[src/rtl/jacobi_sched_pkg.sv]
// jacobi_sched_pkg
//   Shared definitions for the Jacobi job scheduler:
//   - state_t : scheduler FSM state encoding
//   - DMA/KERN: scratchpad owner values driven on spm_sel
//   - kern_owns(): which states hand the scratchpad to the kernel
package jacobi_sched_pkg;

  typedef enum logic [2:0] {
    IDLE   = 3'd0,
    LOAD   = 3'd1,
    KSTART = 3'd2,
    KRUN   = 3'd3,
    STORE  = 3'd4,
    FINISH = 3'd5,
    FAULT  = 3'd6
  } state_t;

  localparam logic DMA  = 1'b0;
  localparam logic KERN = 1'b1;

  function automatic logic kern_owns(input state_t s);
    return (s == KSTART) || (s == KRUN);
  endfunction

endpackage

[src/rtl/jacobi_sched_watchdog.sv]
// sched_watchdog
//   Kernel watchdog counter. Counts cycles while enable is high and flags
//   expired in the cycle whose count reaches limit. A limit of 0 never expires.
// Ports:
//   clk, reset      : clock, synchronous active-high reset
//   clear           : zero the counter (takes priority over enable)
//   enable          : count this cycle
//   limit [TMO_W]   : expiry threshold in counted cycles
//   expired         : combinational, high when this cycle's count hits limit
module sched_watchdog #(
  parameter int TMO_W = 32
) (
  input  logic             clk,
  input  logic             reset,
  input  logic             clear,
  input  logic             enable,
  input  logic [TMO_W-1:0] limit,
  output logic             expired
);

  logic [TMO_W-1:0] count_reg;
  logic [TMO_W:0]   count_inc;

  // One extra bit so the compare stays correct near the top of the range.
  assign count_inc = {1'b0, count_reg} + {{TMO_W{1'b0}}, 1'b1};
  assign expired   = enable && (limit != '0) && (count_inc >= {1'b0, limit});

  always_ff @(posedge clk) begin
    if (reset || clear) begin
      count_reg <= '0;
    end else if (enable) begin
      count_reg <= count_inc[TMO_W-1:0];
    end
  end

endmodule

[src/rtl/jacobi_sched.sv]
// jacobi_sched
//   Sequences one Jacobi job: DMA load, num_iters kernel invocations, DMA
//   store, then a done pulse. A watchdog guards every kernel invocation.
// Build option:
//   JACOBI_SCHED_PERF_EN : when defined, perf_cycles counts kernel-owned
//                          cycles (wraps at 2^64); otherwise it is tied to 0.
// Ports:
//   clk, reset                         : clock, synchronous active-high reset
//   start, abort                       : job request / cancel
//   num_words, num_iters, tmo_limit    : job parameters, sampled on accepted start
//   load_done, store_done, kern_done   : completion pulses from the engines
//   load_start, store_start, kern_start: one-cycle start pulses (kern_start = ap_start)
//   spm_sel                            : scratchpad owner (DMA / KERN)
//   busy, done, fault                  : job active, completion pulse, sticky watchdog fault
//   iter_cnt                           : finished kernel invocations in this job
//   perf_cycles                        : kernel-owned cycle counter
module jacobi_sched
  import jacobi_sched_pkg::*;
#(
  parameter int TMO_W       = 32,
  parameter int MAX_ITERS_W = 16
) (
  input  logic                   clk,
  input  logic                   reset,
  input  logic                   start,
  input  logic                   abort,
  input  logic [63:0]            num_words,
  input  logic [MAX_ITERS_W-1:0] num_iters,
  input  logic [TMO_W-1:0]       tmo_limit,
  input  logic                   load_done,
  input  logic                   store_done,
  input  logic                   kern_done,
  output logic                   load_start,
  output logic                   store_start,
  output logic                   kern_start,
  output logic                   spm_sel,
  output logic                   busy,
  output logic                   done,
  output logic                   fault,
  output logic [MAX_ITERS_W-1:0] iter_cnt,
  output logic [63:0]            perf_cycles
);

  state_t                 state_reg, state_next;
  logic [MAX_ITERS_W-1:0] num_iters_reg;
  logic [TMO_W-1:0]       tmo_limit_reg;
  logic [MAX_ITERS_W-1:0] iter_cnt_reg;
  logic                   load_start_reg, store_start_reg, kern_start_reg, done_reg;
  logic                   load_start_next, store_start_next, kern_start_next, done_next;
  logic                   busy_reg, fault_reg, spm_sel_reg;
  logic                   accept, iter_inc, wd_expired;
  logic [MAX_ITERS_W:0]   iter_plus1;

  assign iter_plus1 = {1'b0, iter_cnt_reg} + {{MAX_ITERS_W{1'b0}}, 1'b1};

  // Watchdog restarts on every kernel launch; a kern_done cycle never counts,
  // so a completion landing on the limit cycle wins over the expiry.
  sched_watchdog #(.TMO_W(TMO_W)) u_watchdog (
    .clk     (clk),
    .reset   (reset),
    .clear   (state_reg == KSTART),
    .enable  ((state_reg == KRUN) && !kern_done),
    .limit   (tmo_limit_reg),
    .expired (wd_expired)
  );

  always_comb begin
    state_next       = state_reg;
    load_start_next  = 1'b0;
    store_start_next = 1'b0;
    kern_start_next  = 1'b0;
    done_next        = 1'b0;
    accept           = 1'b0;
    iter_inc         = 1'b0;
    case (state_reg)
      IDLE: begin
        if (start) begin
          accept = 1'b1;
          if (num_words == 64'd0) begin
            state_next = FINISH;
          end else begin
            state_next      = LOAD;
            load_start_next = 1'b1;
          end
        end
      end
      LOAD: begin
        if (load_done) begin
          if (num_iters_reg == '0) begin
            state_next       = STORE;
            store_start_next = 1'b1;
          end else begin
            state_next      = KSTART;
            kern_start_next = 1'b1;
          end
        end
      end
      KSTART: state_next = KRUN;
      KRUN: begin
        if (kern_done) begin
          iter_inc = 1'b1;
          if (iter_plus1 < {1'b0, num_iters_reg}) begin
            state_next      = KSTART;
            kern_start_next = 1'b1;
          end else begin
            state_next       = STORE;
            store_start_next = 1'b1;
          end
        end else if (wd_expired) begin
          state_next = FAULT;
        end
      end
      STORE: begin
        if (store_done) state_next = FINISH;
      end
      FINISH: begin
        done_next  = 1'b1;
        state_next = IDLE;
      end
      FAULT:   state_next = FAULT;
      default: state_next = IDLE;
    endcase
    // Abort overrides everything that would have happened this cycle.
    if (abort && (state_reg != IDLE)) begin
      state_next       = IDLE;
      load_start_next  = 1'b0;
      store_start_next = 1'b0;
      kern_start_next  = 1'b0;
      done_next        = 1'b0;
      iter_inc         = 1'b0;
    end
  end

  always_ff @(posedge clk) begin
    if (reset) begin
      state_reg       <= IDLE;
      num_iters_reg   <= '0;
      tmo_limit_reg   <= '0;
      iter_cnt_reg    <= '0;
      load_start_reg  <= 1'b0;
      store_start_reg <= 1'b0;
      kern_start_reg  <= 1'b0;
      done_reg        <= 1'b0;
      busy_reg        <= 1'b0;
      fault_reg       <= 1'b0;
      spm_sel_reg     <= DMA;
    end else begin
      state_reg       <= state_next;
      load_start_reg  <= load_start_next;
      store_start_reg <= store_start_next;
      kern_start_reg  <= kern_start_next;
      done_reg        <= done_next;
      busy_reg        <= (state_next != IDLE);
      spm_sel_reg     <= kern_owns(state_next) ? KERN : DMA;
      if (accept) begin
        num_iters_reg <= num_iters;
        tmo_limit_reg <= tmo_limit;
        iter_cnt_reg  <= '0;
        fault_reg     <= 1'b0;
      end else if (iter_inc) begin
        iter_cnt_reg <= iter_plus1[MAX_ITERS_W-1:0];
      end
      // Fault stays set through abort; only a new accepted start clears it.
      if ((state_reg == KRUN) && (state_next == FAULT)) fault_reg <= 1'b1;
    end
  end

`ifdef JACOBI_SCHED_PERF_EN
  logic [63:0] perf_reg;
  always_ff @(posedge clk) begin
    if (reset) begin
      perf_reg <= '0;
    end else if (spm_sel_reg == KERN) begin
      perf_reg <= perf_reg + 64'd1;
    end
  end
  assign perf_cycles = perf_reg;
`else
  assign perf_cycles = 64'd0;
`endif

  assign load_start  = load_start_reg;
  assign store_start = store_start_reg;
  assign kern_start  = kern_start_reg;
  assign done        = done_reg;
  assign busy        = busy_reg;
  assign fault       = fault_reg;
  assign spm_sel     = spm_sel_reg;
  assign iter_cnt    = iter_cnt_reg;

endmodule
[config.mk]
export PLATFORM = sky130hd
export DESIGN_NAME = jacobi_sched
export DESIGN_NICKNAME = d
export VERILOG_FILES = /design/src/rtl/jacobi_sched_pkg.sv /design/src/rtl/jacobi_sched_watchdog.sv /design/src/rtl/jacobi_sched.sv
export SDC_FILE = /design/constraint.sdc
export NUM_CORES = 1
export LEC_CHECK = 0
export ABC_AREA = 0
export BUFFER_PORTS_ARGS = -buffer_cell sky130_fd_sc_hd__buf_2
export CAP_MARGIN = 0
export CORE_ASPECT_RATIO = 1.1
export CORE_MARGIN = 2
export CORE_UTILIZATION = 57
export DETAILED_ROUTE_END_ITERATION = 12
export PLACE_DENSITY = 0.87
export SYNTH_ARGS = -nofsm -noshare
export SYNTH_HDL_FRONTEND = slang
export SYNTH_SLANG_ARGS = --single-unit
[constraint.sdc]
create_clock -name clk -period 5.05 [get_ports clk]
set_input_delay 0.505 -clock clk [delete_from_list [all_inputs] [get_ports clk]]
set_output_delay 0.505 -clock clk [all_outputs]
set_load 0.01 [all_outputs]
Yosys cells after proc, flatten, opt, wreduce, memory -nomap -nowiden
Cells that the tools add are included.
Widths: inputs -> output; s select.
- output and inout port bits: 87
- bits in registers: 106
- logic and storage cells: 75
- reductions and logical operators: 18
- add/subtract/negate cells: 2
- bitwise gates (word level): 2
- magnitude comparators: 2
- multiplexer cells: 30
- equal/unequal tests: 9
- operator list (kind ; number):
    $logic_not 64->1 ; 1
    $add 32x1->33 const B ; 1
    $ge 33x32->1 ; 1
    $reduce_bool 32->1 ; 1
    $mux 3 ; 9
    $mux 1 ; 18
    $pmux 3 s6 ; 1
    $add 16x1->17 const B ; 1
    $lt 17x16->1 ; 1
    $logic_not 16->1 ; 1
    $eq 3x2->1 const B ; 4
    $eq 3x3->1 const B ; 4
    $reduce_bool 3->1 ; 2
    $logic_and 1x1->1 ; 5
    $pmux 1 s2 ; 2
    $reduce_or 2->1 ; 2
    $reduce_or 4->1 ; 1
    $eq 3x1->1 const B ; 1
    $logic_not 3->1 ; 1
    $logic_or 1x1->1 ; 2
    $not 1->1 ; 2
    $reduce_bool 2->1 ; 1
    $logic_not 1->1 ; 1

Logic depth before layout (Yosys ltp)
Gate-level depths: netlist of run 1.
- word-level depth: 11
- mapped depth: 14

Cells and area by module
From an unflattened synthesis of run 1, not the netlist that was laid out.
- cells, all modules: 886
- area total of the unflattened synthesis: 6890.4 sq um
- by module, submodules not included (module ; cells an instance ; instances ; area each (sq um)):
    jacobi_sched ; 520 ; 1 ; 4071.4
    sched_watchdog ; 366 ; 1 ; 2819.0

Least setup slack after synthesis of run 1
Ideal clock, no wire load.
- path type: register -> register
- start: reg u_watchdog.count_reg[0]
- end: reg fault_reg, in the netlist fault
- arrival: 3.137 ns
- period minus slack after synthesis: 3.275 ns
- required time: 4.912 ns
- setup slack: 1.775 ns
- stages on the path, launching flop included: 14
- setup time: 0.138 ns
- cells stage by stage: dfxtp_1 > ha_1 > nand4_1 > or3_1 > nor3_1 > nand2_1 > xnor2_1 > ha_1 > nand4_1 > nor4_1 > a221o_1 > a21o_1 > o41ai_1 > o22ai_1
- word-level cells in the longest chain between the ends: 10
- elaborated cells on any way between the ends: 11
- those cells by class: 1 x add/sub; 1 x order compare; 1 x eq/ne; 5 x mux; 3 x reduce/logical
- RTL lines (what ; line ; source):
    start, declared ; jacobi_sched_watchdog.sv:21 ; logic [TMO_W-1:0] count_reg;
    start signal, assigned ; jacobi_sched_watchdog.sv:32 ; count_reg <= count_inc[TMO_W-1:0];
    $add 32x1->33 * ; jacobi_sched_watchdog.sv:25 ; assign count_inc = {1'b0, count_reg} + {{TMO_W{1'b0}}, 1'b1};
    named net u_watchdog.count_inc[28] ; jacobi_sched_watchdog.sv:22 ; logic [TMO_W:0] count_inc;
    $ge 33x32->1 * ; jacobi_sched_watchdog.sv:26 ; assign expired = enable && (limit != '0) && (count_inc >= {1'b0, limit});
    $logic_and 1x1->1 * ; jacobi_sched_watchdog.sv:26 ;
    $mux 3 * ; jacobi_sched.sv:109 ; end else if (wd_expired) begin
    $mux 3 * ; jacobi_sched.sv:100 ; if (kern_done) begin
    $pmux 3 s6 * ; jacobi_sched.sv:75 ; case (state_reg)
    $mux 3 * ; jacobi_sched.sv:124 ; if (abort && (state_reg != IDLE)) begin
    $eq 3x3->1 * ; jacobi_sched.sv:164 ; if ((state_reg == KRUN) && (state_next == FAULT)) fault_reg <= 1'b1;
    $logic_and 1x1->1 * ; jacobi_sched.sv:164 ;
    $mux 1 or $reduce_bool 2->1 (tied branches) ; - ;
    end signal, assigned ; jacobi_sched.sv:145 ; fault_reg <= 1'b0;
    end signal, assigned ; jacobi_sched.sv:159 ; fault_reg <= 1'b0;
    end signal, assigned ; jacobi_sched.sv:164 ;
    end, declared ; jacobi_sched.sv:50 ; logic busy_reg, fault_reg, spm_sel_reg;
Mark *: on every way through the listed nets, which the timed path passes. The rest lies on a longest branch.
A chain may end at the register's enable or synchronous reset.

Final worst setup path of run 1
- start: reg u_watchdog.count_reg[0]
- end: reg busy_reg, in the netlist busy
- word-level cells in the longest chain between the ends: 8
- RTL lines (what ; line ; source):
    $add 32x1->33 ; jacobi_sched_watchdog.sv:25 ;
    named net u_watchdog.count_inc[28] ; jacobi_sched_watchdog.sv:22 ;
    $ge 33x32->1 ; jacobi_sched_watchdog.sv:26 ;
    $logic_and 1x1->1 ; jacobi_sched_watchdog.sv:26 ;
    $mux 3 ; jacobi_sched.sv:109 ;
    $mux 3 ; jacobi_sched.sv:100 ;
    $pmux 3 s6 ; jacobi_sched.sv:75 ;
    $mux 3 ; jacobi_sched.sv:124 ;
    $reduce_bool 3->1 ; jacobi_sched.sv:153 ; busy_reg <= (state_next != IDLE);
    end signal, assigned ; jacobi_sched.sv:153 ;
    end, declared ; jacobi_sched.sv:50 ;
The timed path passes the listed nets, and every way through them passes these cells.

==> parameters.txt, run 1 <==
Parameter                              Value

Detailed routing
  Length of the first detailed-routing pass in iterations ... 5
  Detailed router's first-iteration violation count ... 227
  WL per Instance ... 14.3 um
  Final wirelength ... 16600 um
  Antenna viol nets, final ... 0
  Vias per inst ... 5.38
  Via Count ... ~6200
  DRC violations left ... 0

STA
  Fin. Hold Viols ... 0
  Final count of pins violating max slew ... 0
  Final setup violation count ... 0
  Post-route clock skew ... approximately 0.011 ns
  Max transition margin ... 0.247
  Final worst-path cycle share ... 0.734
  Tmin final ... 3.71 ns
  Worst-Margin Slew ... 1.13 ns
  Maximum clock frequency ... 0.270 GHz
  Total Neg Setup Slack ... 0 ns
  Unrepaired setup endpoints after global routing ... no

CTS
  Clock insertion delay at the later pin of the skew report ... between 0.3 and 0.4 ns
  CTS H-tree depth ... 3
  Number of buffers on the longest clock path ... 2
  Clock-pin slew reported for the worst setup and hold paths after clock tree synthesis ... 0.08 ns
  Clock root buffer ... clkbuf_16
  Post-CTS Repair Setup Buffers ... 0
  Number of hold buffers added after cts ... 0
  Clock tree from TritonCTS ... done
  Total number of clock tree sinks ... 106
  Number of gates given a new drive strength after cts ... 0
  Cts bufs inserted ... 9

Logic synthesis
  Sequential-to-total area share from yosys stat ... 0.314
  Instance count of the mapped netlist ... 882
  Ys flop type ... dfxtp_1
  Count of warnings emitted by yosys ... 0
  Post-synthesis average cell area ... 7.65 um2
  Synthesized area ... between 0.006 and 0.007 mm2
  Post-synth ARST share ... 0
  Synthesis-stage register bit count ... roughly 110
  Count of flip-flops with a built-in enable after synthesis ... 0
  Count of unique library cells instantiated by Yosys ... 51

Global route
  Overall track demand over capacity in global routing ... 0.264
  Largest net degree at the start of global routing ... 50
  Global-route wire length before repair ... 27200 um
  Number of global-route vias before repair ... 5917
  Antenna violations before repair ... 0
  GR Overflow Total ... 0

Power and ir drop
  Power per Cell Area ... 264 mW/mm2
  Leakage Power ... 3.36 nW
  VDD IR max ... 247 uV

Critical path
  Setup crit start kind ... register
  Endpoint kind of the worst setup timing path ... register
  Type of the worst setup path ... reg2reg
  Delay of the slowest cell on the worst path ... roughly 0.48 ns
  CP cell instances ... ha_1 > nand4_1 > or3_1 > nor3_1 > nand2_1 > xnor2_1 > ha_1 > nand4_1 > nor4_1 > a221o_1 > a21o_1 > o41ai_1 > o21ai_0
  Buf+Inv Stages, Crit Path ... 0
  Crit path DAT ... ~3.9 ns
  Worst Path Required ... 5.28 ns
  Slowest cell on the critical path ... o41ai_1
  Max FO, Critical Path ... 5
  Delay-heaviest family, CP ... simple AND/OR/NAND/NOR gates

Floorplanning
  Effective utilization at floorplan ... 0.588
  Die Span X ... ~110 um
  Die Span Y ... 118 um
  Die ar. ... 0.0127 mm2
  Boundary Pins ... 206
  Core region area ... between 0.01 and 0.015 mm2
  Cell row count ... 41

Place
  Count of input and output buffers ... 141
  Placed Area ... between 0.007 and 0.008 mm2
  Placed wire-length estimate ... approximately 12000 um
  Weighted congestion at the end of routability-driven global placement ... 0.930

Final layout
  Number of antenna repair diodes ... 0
  Share of cells above drive strength 1 ... 0.172
  Non-Filler Cell Area, Final ... 0.00762 mm2
  Layout Nets ... 1170
  Fill count ... 988
  Area Overhead vs Synth ... 12.8%

Run status
  Result of the run ... complete, no violations

Hold path
  Tightest Hold Check Type ... in2reg

Run
  Max-cap violations ... 0
==> synth_stat cells (2+ instances only) <==
library cell	n	area, um2
nand2_1	154	578
dfxtp_1	106	2120
a21oi_1	74	370
nor2_1	65	244
buf_4	64	480
inv_1	52	195
ha_1	49	613
xor2_1	47	412
nor4_1	37	231
xnor2_1	37	324
clkbuf_1	29	109
nand3_1	27	135
nand4_1	24	150
o21ai_0	22	110
and3_1	12	75.1
or3_1	9	56.3
and4_1	6	52.6
nor3_1	6	30.0
nand2b_1	5	31.3
a21o_1	4	30.0
buf_2	4	20.0
or2_2	4	25.0
a211oi_1	3	22.5
a31oi_1	3	18.8
and2_1	3	18.8
o21a_1	3	22.5
buf_1	2	7.51
nand3b_1	2	15.0
nor2b_1	2	12.5
nor3b_1	2	15.0
nor4b_1	2	17.5
o211ai_1	2	15.0
o22ai_1	2	12.5
o41ai_1	2	17.5
==> stage by stage <==
| step | hold slack, ns | cells | util | power, mW | setup WS, ns |
|---|---|---|---|---|---|
| after floorplan | 0.449 | 945 | - | 1.19 | 1.77 |
| after global placement | 0.460 | 1141 | 0.635 | 1.27 | 1.46 |
| after detailed placement | 0.464 | 1141 | 0.635 | 1.27 | 1.34 |
| after CTS | 0.374 | 1157 | 0.663 | 2.02 | 1.34 |
| after global routing | 0.376 | 1157 | 0.663 | 2.11 | 1.05 |
| final | 0.377 | 1157 | 0.663 | 2.01 | 1.34 |
==> area by class of cell <==
class	count	area [um2]	area share
multi-input combinational	687	4050	0.532
sequential	106	2120	0.279
timing repair buffer	146	743	0.0976
clock buffer	10	239	0.0314
inverter	52	195	0.0256
tap	150	188	0.0246
clock inverter	6	81.3	0.0107
==> cells by family after synthesis <==
family / after synthesis / share of synthesized area
AND/OR/NAND/NOR: 365 / 0.259
buffers and inverters: 152 / 0.122
AO/OA/AOI/OAI: 125 / 0.105
flip-flops: 106 / 0.314
XOR/XNOR: 84 / 0.109
adder cells (fa/ha/maj): 49 / 0.0908
other: 1 / 0.000555
==> cell usage in the layout (no fill, tap or decap), types with 11 or more instances in the layout <==
| cell type | count |
|---|---|
| buf_2 | 141 |
| nor4_1 | 37 |
| nand4_1 | 24 |
| conb_1 | 64 |
| nand2_1 | 154 |
| ha_1 | 49 |
| o21ai_0 | 22 |
| xnor2_1 | 37 |
| inv_1 | 52 |
| nand3_1 | 26 |
| a21oi_1 | 74 |
| nor2_1 | 65 |
| xor2_1 | 47 |
| and3_1 | 11 |
| dfxtp_1 | 106 |
==> layer usage <==
layer  global-route usage  up-vias  routed length [um]
li1                     -     3095                   -
met1                0.319     2902                7050
met2                0.442      183                8000
met3               0.0651       39                 951
met4                0.111        0                 552
met5                    0        -                   0
==> path summary, 6_finish.rpt <==
check	from	endpoint	slack, ns	depth (start not counted)
setup / recovery	u_watchdog.count_reg[0]$_SDFFE_PP0P_	busy$_SDFF_PP0_	1.34	13
setup reg to reg	u_watchdog.count_reg[0]$_SDFFE_PP0P_	busy$_SDFF_PP0_	1.34	13
hold reg to reg	tmo_limit_reg[14]$_SDFFE_PP0P_	tmo_limit_reg[14]$_SDFFE_PP0P_	0.47	2
hold / removal	tmo_limit[4]	tmo_limit_reg[4]$_SDFFE_PP0P_	0.38	3
==> tightest hold or removal path, cell delays in order <==
cell     delay (ns)
buf_2          0.09
nand2_1        0.04
a21oi_1        0.05
==> power by group <==
part,switching [mW],internal (mW)
logic,0.220,0.127
clock network,0.339,0.409
registers,0.0400,0.879
total,0.599,1.41
Note: power is estimated with default switching activity, not from simulation.
==> run 2: changes to the inputs <==
CORE_UTILIZATION = 47   (was 57)
PLACE_DENSITY = 0.77   (was 0.87)
clock period = 3 ns   (was 5.05 ns; I/O delays follow)
==> run 2 against run 1 <==
The flow now finishes with violations (setup timing); critical path type unchanged; cell area is 12% higher; critical endpoint is now fault$_SDFFE_PP0P_; via count increased by 3.4%; clock power rose by 56%.
==> parameters.txt, run 2 (synthesis results as in run 1) <==
Parameter                              Value

STA
  Tmin final ... 3.08 ns
  Unrepaired setup endpoints after global routing ... yes
  Max transition margin ... 0.515
  Post-route clock skew ... 0.00547 ns
  Final setup violation count ... 5
  Worst-Margin Slew ... slightly above 0.7 ns
  Maximum clock frequency ... 0.324 GHz
  Final count of pins violating max slew ... 0
  Final worst-path cycle share ... 1.03
  Least setup slack across all paths after layout ... -0.0819 ns
  Fin. Hold Viols ... 0

Detailed routing
  Detailed router's first-iteration violation count ... between 300 and 400
  Vias per inst ... 5.05
  Antenna viol nets, final ... 0
  DRC violations left ... 0
  Via Count ... about 6400
  Final wirelength ... 17600 um
  WL per Instance ... 13.8 um
  Length of the first detailed-routing pass in iterations ... 5

Floorplanning
  Die Span X ... 118 um
  Effective utilization at floorplan ... 0.485
  Boundary Pins ... 206
  Core region area ... 0.0139 mm2
  Die ar. ... 0.0153 mm2
  Die Span Y ... 130 um
  Cell row count ... 45

Final layout
  Share of cells above drive strength 1 ... 0.271
  Number of antenna repair diodes ... 0
  Fill count ... 1300
  Top library cells by usage in the layout, fill and taps aside ... nand2_1 (153), buf_2 (141), dfxtp_1 (97)
  Area Overhead vs Synth ... 26.2%
  Layout Nets ... around 1200
  Most common cell after layout, fill and taps aside ... nand2_1
  Final cell utilization of the core ... 0.613
  Final Non-Filler Cells ... 1273

Critical path
  Max FO, Critical Path ... 5
  Type of the worst setup path ... reg2reg
  Register-to-register path setup slack ... -0.08 ns
  Worst Path Required ... around 3.2 ns
  Setup crit start kind ... register
  Crit path DAT ... 3.30 ns
  Endpoint kind of the worst setup timing path ... register

Global route
  Overall track demand over capacity in global routing ... 0.227
  Global routing met1 resource utilization ... 0.269
  Number of global-route vias before repair ... 6201
  Met3 usage in global routing ... 0.0516
  Global-route wire length before repair ... 28400 um
  GR Overflow Total ... 0
  Antenna violations before repair ... 0
  M2 GR Usage ... 0.401
  Layer with the highest usage after global routing ... met2
  Largest net degree at the start of global routing ... 50

Power and ir drop
  VDD IR max ... 336 uV
  Leakage Power ... between 3 and 4 nW
  Power per Cell Area ... 392 mW/mm2

Run status
  Result of the run ... finished with violations
  Violations in the final reports ... setup timing

CTS
  Clock root buffer ... clkbuf_16
  Clock tree from TritonCTS ... done
  Clock-pin slew reported for the worst setup and hold paths after clock tree synthesis ... approximately 0.070 ns
  CTS H-tree depth ... 3
  Number of buffers on the longest clock path ... 2
  Number of hold buffers added after cts ... 0
  Total number of clock tree sinks ... 106
  Cts bufs inserted ... 9
  Clock insertion delay at the later pin of the skew report ... 0.36 ns

Place
  Count of input and output buffers ... 141
  Placed wire-length estimate ... roughly 13000 um
  Setup slack after placement ... -0.222 ns
  # placed instances ... 1246
  Weighted congestion at the end of routability-driven global placement ... 0.904

Run
  Max-cap violations ... 0

Hold path
  Tightest Hold Check Type ... in2reg
run 2: worst paths after layout:
check,from,cells after the start,to
max,u_watchdog.count_reg[23]$_SDFFE_PP0P_,13,fault$_SDFFE_PP0P_
min,tmo_limit[4],3,tmo_limit_reg[4]$_SDFFE_PP0P_
max reg2reg,u_watchdog.count_reg[23]$_SDFFE_PP0P_,13,fault$_SDFFE_PP0P_
min reg2reg,tmo_limit_reg[13]$_SDFFE_PP0P_,2,tmo_limit_reg[13]$_SDFFE_PP0P_
run 2: area by class of cell:
type / instances / area [um2] / share of cell area
Inverter: 52 / 195 / 0.0229
Clock buffer: 13 / 272 / 0.0319
Multi-Input combinational cell: 687 / 4330 / 0.508
Sequential cell: 106 / 2140 / 0.251
Clock inverter: 3 / 21.3 / 0.00250
Tap cell: 188 / 235 / 0.0276
Timing Repair Buffer: 224 / 1330 / 0.156
run 2: metal layers:
layer	part of all wire	up-vias
li1	-	3257
met1	0.43	2989
met2	0.50	155
met3	0.049	30
met4	0.022	0
met5	0	-
run 2: repair_timing:
action / in CTS / in global routing
setup endpoints to repair: 7 / 8
pin swaps: 11 / 21
hold endpoints to repair: 0 / 0
buffers inserted: 1 / 11
resized for setup: 14 / 34
run 2: stage by stage:
stage	area, um2	power (mW)	hold WS (ns)	setup TNS [ns]
finish	8520	3.34	0.171	-0.250
global route	8520	3.49	0.172	-1.35
CTS	8290	3.33	0.164	-0.449
detailed placement	7920	2.16	0.466	-0.957
global placement	7920	2.15	0.457	-0.312
floorplan	7060	2.01	0.376	0
run 2: power by group:
part | leakage [nW] | switching (mW) | internal, mW
combinational | 2.84 | 0.383 | 0.237
clock | 0.141 | 0.531 | 0.637
sequential | 0.868 | 0.0693 | 1.48
run 2: critical path, cell delays in order, from the launching register on:
cell	delay, ns
dfxtp_1	0.33
and4_1	0.24
nand4_1	0.23
nor4_4	0.33
buf_4	0.17
nand2_1	0.07
xnor2_1	0.20
ha_1	0.31
nand3_2	0.12
nor4_2	0.06
a221o_1	0.31
a21o_1	0.21
o41ai_4	0.26
o22ai_1	0.10
